<file path="src/rtl/riscv_pkg.sv">
// Shared definitions for the riscv_top execute core.
// Contents: datapath width, opcode and funct3 constants, the ALU operation
// enum, and immediate-extraction helpers used by the decoder.
package riscv_pkg;

  localparam int XLEN = 32;

  // Major opcodes handled by the core.
  localparam logic [6:0] OP_R   = 7'b0110011;
  localparam logic [6:0] OP_I   = 7'b0010011;
  localparam logic [6:0] OP_LUI = 7'b0110111;

  // funct3 codes shared by the R-type and I-type ALU groups.
  localparam logic [2:0] F3_ADD  = 3'b000;
  localparam logic [2:0] F3_SLL  = 3'b001;
  localparam logic [2:0] F3_SLT  = 3'b010;
  localparam logic [2:0] F3_SLTU = 3'b011;
  localparam logic [2:0] F3_XOR  = 3'b100;
  localparam logic [2:0] F3_SR   = 3'b101;
  localparam logic [2:0] F3_OR   = 3'b110;
  localparam logic [2:0] F3_AND  = 3'b111;

  // funct7 values accepted on R-type and shift-immediate instructions.
  localparam logic [6:0] F7_BASE = 7'h00;
  localparam logic [6:0] F7_ALT  = 7'h20;

  typedef enum logic [3:0] {
    ALU_ADD,
    ALU_SUB,
    ALU_SLL,
    ALU_SLT,
    ALU_SLTU,
    ALU_XOR,
    ALU_SRL,
    ALU_SRA,
    ALU_OR,
    ALU_AND,
    ALU_PASSB
  } alu_op_e;

  // Sign-extended I-type immediate.
  function automatic logic [XLEN-1:0] imm_i(input logic [XLEN-1:0] instr);
    return {{(XLEN-12){instr[31]}}, instr[31:20]};
  endfunction

  // U-type immediate: upper 20 bits, low 12 bits zero.
  function automatic logic [XLEN-1:0] imm_u(input logic [XLEN-1:0] instr);
    return {instr[31:12], 12'b0};
  endfunction

endpackage

</file>
<file path="src/rtl/riscv_regfile.sv">
// 32-entry integer register file.
// Ports:
//   clk            rising-edge clock
//   rst            asynchronous active-low clear of every entry
//   we             write enable (sampled on the rising edge)
//   waddr, wdata   write port
//   raddr1/rdata1  combinational read port 1
//   raddr2/rdata2  combinational read port 2
// x0 is never written and always reads as zero.
module riscv_regfile
  import riscv_pkg::*;
#(
  parameter int WIDTH = XLEN
) (
  input  logic             clk,
  input  logic             rst,
  input  logic             we,
  input  logic [4:0]       waddr,
  input  logic [WIDTH-1:0] wdata,
  input  logic [4:0]       raddr1,
  output logic [WIDTH-1:0] rdata1,
  input  logic [4:0]       raddr2,
  output logic [WIDTH-1:0] rdata2
);

  logic [WIDTH-1:0] regs [32];

  // The asynchronous clear rules out block RAM; this maps to flops.
  always_ff @(posedge clk or negedge rst) begin
    if (!rst) begin
      for (int i = 0; i < 32; i++) begin
        regs[i] <= '0;
      end
    end else if (we && (waddr != 5'd0)) begin
      regs[waddr] <= wdata;
    end
  end

  // Reads see the pre-edge contents, so a same-cycle rd == rs reads old data.
  assign rdata1 = (raddr1 == 5'd0) ? '0 : regs[raddr1];
  assign rdata2 = (raddr2 == 5'd0) ? '0 : regs[raddr2];

endmodule

</file>
<file path="src/rtl/riscv_top.sv">
// Single-cycle RV32I integer execute core (R-type ALU, I-type ALU, LUI).
// Ports:
//   clk   rising-edge clock
//   rst   asynchronous active-low reset
//   addr  instruction word executed on the next rising edge
//   rd    destination index of the last retired instruction, 0 after a NOP
// Decode and ALU are combinational; the register file write and the rd
// register update on the same edge.
module riscv_top
  import riscv_pkg::*;
#(
  parameter int WIDTH = XLEN
) (
  input  logic             clk,
  input  logic             rst,
  input  logic [WIDTH-1:0] addr,
  output logic [4:0]       rd
);

  // Instruction fields.
  logic [6:0] opcode;
  logic [4:0] rd_field;
  logic [2:0] funct3;
  logic [4:0] rs1;
  logic [4:0] rs2;
  logic [6:0] funct7;

  assign opcode   = addr[6:0];
  assign rd_field = addr[11:7];
  assign funct3   = addr[14:12];
  assign rs1      = addr[19:15];
  assign rs2      = addr[24:20];
  assign funct7   = addr[31:25];

  logic [WIDTH-1:0] rs1_val;
  logic [WIDTH-1:0] rs2_val;
  logic [WIDTH-1:0] op_a;
  logic [WIDTH-1:0] op_b;
  logic [WIDTH-1:0] result;
  logic [4:0]       shamt;
  logic             valid;
  logic             f7_ok;
  alu_op_e          alu_op;
  logic [4:0]       rd_reg;

  assign f7_ok = (funct7 == F7_BASE) || (funct7 == F7_ALT);

  // Decode: select the ALU operation, operand B and whether to retire.
  always_comb begin
    valid  = 1'b0;
    alu_op = ALU_ADD;
    op_b   = rs2_val;
    unique case (opcode)
      OP_R: begin
        valid = f7_ok;
        unique case (funct3)
          F3_ADD:  alu_op = funct7[5] ? ALU_SUB : ALU_ADD;
          F3_SLL:  alu_op = ALU_SLL;
          F3_SLT:  alu_op = ALU_SLT;
          F3_SLTU: alu_op = ALU_SLTU;
          F3_XOR:  alu_op = ALU_XOR;
          F3_SR:   alu_op = funct7[5] ? ALU_SRA : ALU_SRL;
          F3_OR:   alu_op = ALU_OR;
          F3_AND:  alu_op = ALU_AND;
          default: alu_op = ALU_ADD;
        endcase
      end
      OP_I: begin
        op_b  = imm_i(addr);
        valid = 1'b1;
        unique case (funct3)
          F3_ADD:  alu_op = ALU_ADD;
          F3_SLL: begin
            alu_op = ALU_SLL;
            valid  = f7_ok;
          end
          F3_SLT:  alu_op = ALU_SLT;
          F3_SLTU: alu_op = ALU_SLTU;
          F3_XOR:  alu_op = ALU_XOR;
          F3_SR: begin
            // imm[10] (instruction bit 30) distinguishes SRAI from SRLI.
            alu_op = addr[30] ? ALU_SRA : ALU_SRL;
            valid  = f7_ok;
          end
          F3_OR:   alu_op = ALU_OR;
          F3_AND:  alu_op = ALU_AND;
          default: alu_op = ALU_ADD;
        endcase
      end
      OP_LUI: begin
        valid  = 1'b1;
        alu_op = ALU_PASSB;
        op_b   = imm_u(addr);
      end
      default: valid = 1'b0;
    endcase
  end

  assign op_a  = rs1_val;
  assign shamt = op_b[4:0];

  always_comb begin
    result = '0;
    unique case (alu_op)
      ALU_ADD:   result = op_a + op_b;
      ALU_SUB:   result = op_a - op_b;
      ALU_SLL:   result = op_a << shamt;
      ALU_SLT:   result = {{(WIDTH-1){1'b0}}, ($signed(op_a) < $signed(op_b))};
      ALU_SLTU:  result = {{(WIDTH-1){1'b0}}, (op_a < op_b)};
      ALU_XOR:   result = op_a ^ op_b;
      ALU_SRL:   result = op_a >> shamt;
      ALU_SRA:   result = $signed(op_a) >>> shamt;
      ALU_OR:    result = op_a | op_b;
      ALU_AND:   result = op_a & op_b;
      ALU_PASSB: result = op_b;
      default:   result = '0;
    endcase
  end

  riscv_regfile #(
    .WIDTH(WIDTH)
  ) u_regfile (
    .clk    (clk),
    .rst    (rst),
    .we     (valid),
    .waddr  (rd_field),
    .wdata  (result),
    .raddr1 (rs1),
    .rdata1 (rs1_val),
    .raddr2 (rs2),
    .rdata2 (rs2_val)
  );

  // A write to x0 still reports index 0, which is also the NOP value.
  always_ff @(posedge clk or negedge rst) begin
    if (!rst) begin
      rd_reg <= 5'd0;
    end else begin
      rd_reg <= valid ? rd_field : 5'd0;
    end
  end

  assign rd = rd_reg;

endmodule

</file>
<file path="config.mk">
export PLATFORM = sky130hd
export DESIGN_NAME = riscv_top
export DESIGN_NICKNAME = d
export VERILOG_FILES = /design/src/rtl/riscv_pkg.sv /design/src/rtl/riscv_regfile.sv /design/src/rtl/riscv_top.sv
export SDC_FILE = /design/constraint.sdc
export NUM_CORES = 1
export LEC_CHECK = 0
export CORE_AREA = 4 4 41 43
export CTS_CLUSTER_DIAMETER = 120
export DETAILED_ROUTE_END_ITERATION = 12
export DIE_AREA = 0 0 45 47
export PLACE_DENSITY = 0.67
export SYNTH_ARGS = -nofsm -noshare
export SYNTH_HDL_FRONTEND = slang
export SYNTH_SLANG_ARGS = --single-unit
</file>
<file path="constraint.sdc">
create_clock -name clk -period 0.9 [get_ports clk]
set_clock_uncertainty 0.15 [all_clocks]
set_input_delay 0.09 -clock clk [delete_from_list [all_inputs] [get_ports clk]]
set_output_delay 0.09 -clock clk [all_outputs]
set_load 0.02 [all_outputs]
</file>
==> results.md, run 1 <==
* FF+latch count, synth at 5
* Drc violations at 0
* Rows at 13
* Post-Syn Area at 262.8 um2
* First-pass GRT wire length at 1469 um
* Top-Level Pins at 39
* Worst-case clock buffer depth at 2
* Gpl congestion at 0.6003
* Leading cell types in the layout, fill and taps excluded: dlygate4sd2_1, buf_6, clkdlybuf4s50_1
* Actual slew at the worst max-slew pin at 0.2455 ns
* Die Span Y at 47 um
* Clock sink total at 5
* Worst Setup Slack, final at -0.09865 ns
* Largest area contributor in the netlist: dfrtp_1
* Power Dens Cells at 967.7 mW/mm2
* Largest net degree at the start of global routing at 6
* Setup TNS at -0.8885 ns
* Layout net count at 91
* Multi-input logic area at 265.3 um2
* Post-Synth Simple-Gate Area at 28.10%
* Sequential cell area at 125.1 um2
* Vias at 313
* Total die area at 0.002115 mm2
* CP endpoint kind: flip-flop
* Fillers at 124
* RSZ-0062 raised after global routing: yes
* Leak pwr at 0.2915 nW
* Post-synthesis sequential area ratio at 47.62%
* Maximum vdd ir drop at 0.0002599 V
* Post-synthesis adder-cell area fraction at 0%
* Crit path kind: input port to flip-flop
* Share of layout cells above drive strength 1 at 48.21%
* DR pass1 iterations at 2
* Iter 0 DRT Violations at 7
* Final Hold Violating Endpoints at 5
* Failing checks: hold timing, setup timing
* CTS tree: done
* Antenna Cells at 0
* Yosys warns at 0
* Commonest non-fill, non-tap cell in the layout: dlygate4sd2_1
* Num CTS Buffers at 3
* Avg WL per Cell at 12.83 um
* Period utilization at 111.0%
* Core ar. at 0.001301 mm2
* Max Fanout on Critical Path at 5
* Post-Syn Instances at 24
* Fin crit period at 0.9986 ns
* Final Max Tran Viols at 0
* Top cells by area, synth: dfrtp_1, a2111oi_1, nor4_4
* Largest family of logic cells by synthesized area: simple AND/OR/NAND/NOR gates
* Antenna Nets Post-Route at 0
* Mux contribution to synthesized area at 0%
* Netlist cell types at 12
* Layout area overhead at 171.4%
* GRT Util Overall at 10.23%
* Arrival time at the worst endpoint at 0.99 ns
* Port Buffers at 26
* CTS root buf: clkbuf_4
* Max reg flops at 5
* Initial core utilization at 20.19%
* CP startpoint kind: input port
* Grt total ovfl at 0
* Compound-Gate Fraction of Synth Area at 22.86%
* Reg clk slew, reported paths at 0.05 ns
* Setup Viol. Count Final at 10
* Mapped Avg Cell Area at 10.95 um2
* Maximum operating frequency at 1001 MHz
* Drt total wl at 911 um
* Via density at 4.408
* Worst slew margin at 83.51%
* Kind of path behind the tightest hold check: input port to asynchronous set/reset pin
* CTS H-tree depth at 1
* Horiz. Die Dim at 45 um
* Synth top area share at 47.62%
* Max-cap check violation count at 0
* Synth Area in XOR/XNOR at 0%
* Vias in the first global route at 334
* Antenna violations before repair at 0
* Net count of the mapped netlist at 58
* Hold_ws at -0.08469 ns
* Outcome: finished with violations
* Worst Path Required at 0.89 ns
-- where the power goes --
part | total [W] | leakage, nW | switching (W) | internal, W
clock | 0.000275 | 0.0150 | 0.000106 | 0.000169
sequential | 0.000227 | 0.0697 | 0.000000737 | 0.000227
combinational | 0.000188 | 0.207 | 0.0000846 | 0.000103
total | 0.000690 | 0.291 | 0.000192 | 0.000499
-- layout make-up --
cell class	count	area share, %
clock buffers	4	3.684
inverters	1	0.5263
multi-input cells	18	37.19
flip-flops and latches	5	17.54
well taps	15	2.632
repair buffers	28	38.42
-- per-stage QoR --
step	total power, W	cell area [um2]	cells	setup WS, ns	utilization [%]
detailed placement	0.0003817	573.1	66	-0.6989	44.04
finish	0.0006901	713.2	71	-0.09865	54.81
floorplan	0.0002699	286.5	24	-0.1354	-
global placement	0.0003799	573.1	66	-0.6711	44.04
global route	0.0007253	713.2	71	-0.1520	54.81
CTS	0.0006602	678.2	70	-0.1577	52.12
-- cell usage after synthesis --
library cell	number
nor2_1	1
nand2b_1	2
a2111oi_1	4
nand2_1	5
dfrtp_1	5
or2_2	1
nand2_2	1
inv_1	1
a21oi_1	1
nand3_1	1
a2111oi_2	1
nor4_4	1
-- metal layers --
metal	share of wire, %	track usage [%]	vias up
met3	8.1	0	2
met5	0	0	-
li1	-	-	153
met1	34	11.95	142
met4	2.1	10.53	0
met2	55	16.67	16
-- cell families after synthesis --
family / after synthesis
flip-flops: 5
buffers and inverters: 1
AND/OR/NAND/NOR: 12
AO/OA/AOI/OAI: 6
-- final timing paths --
path	startpoint	to	slack, ns	depth (start not counted)
max	addr[5]	rd[4]	-0.1	5
min	rst	rd[1]	-0.08	1
max in group asynchronous	rst	rd[2]	0.49	1
min in group clk	addr[27]	rd[0]	0.07	4
-- what timing repair did --
item | in CTS | in global routing
pin swaps | 7 | 3
setup endpoints to repair | 10 | 10
endpoints found under the hold margin | 5 | 5
setup buffers | 2 | 1
resized for setup | 66 | 6
-- worst max-delay path: stages --
cell and delay [ns]:
dlygate4sd2_1 0.25, inv_1 0.09, a21oi_4 0.07, buf_12 0.14, a2111oi_4 0.34
Power figures use the tool's default switching activity.
==> run 2: changes to the inputs <==
Settings changed: SYNTH_HIERARCHICAL set to 1.
==> results of run 2 <==
The final DEF is identical to that of run 1; final timing and power are the same.
Among the figures that moved: Yosys warning count 0 -> 6
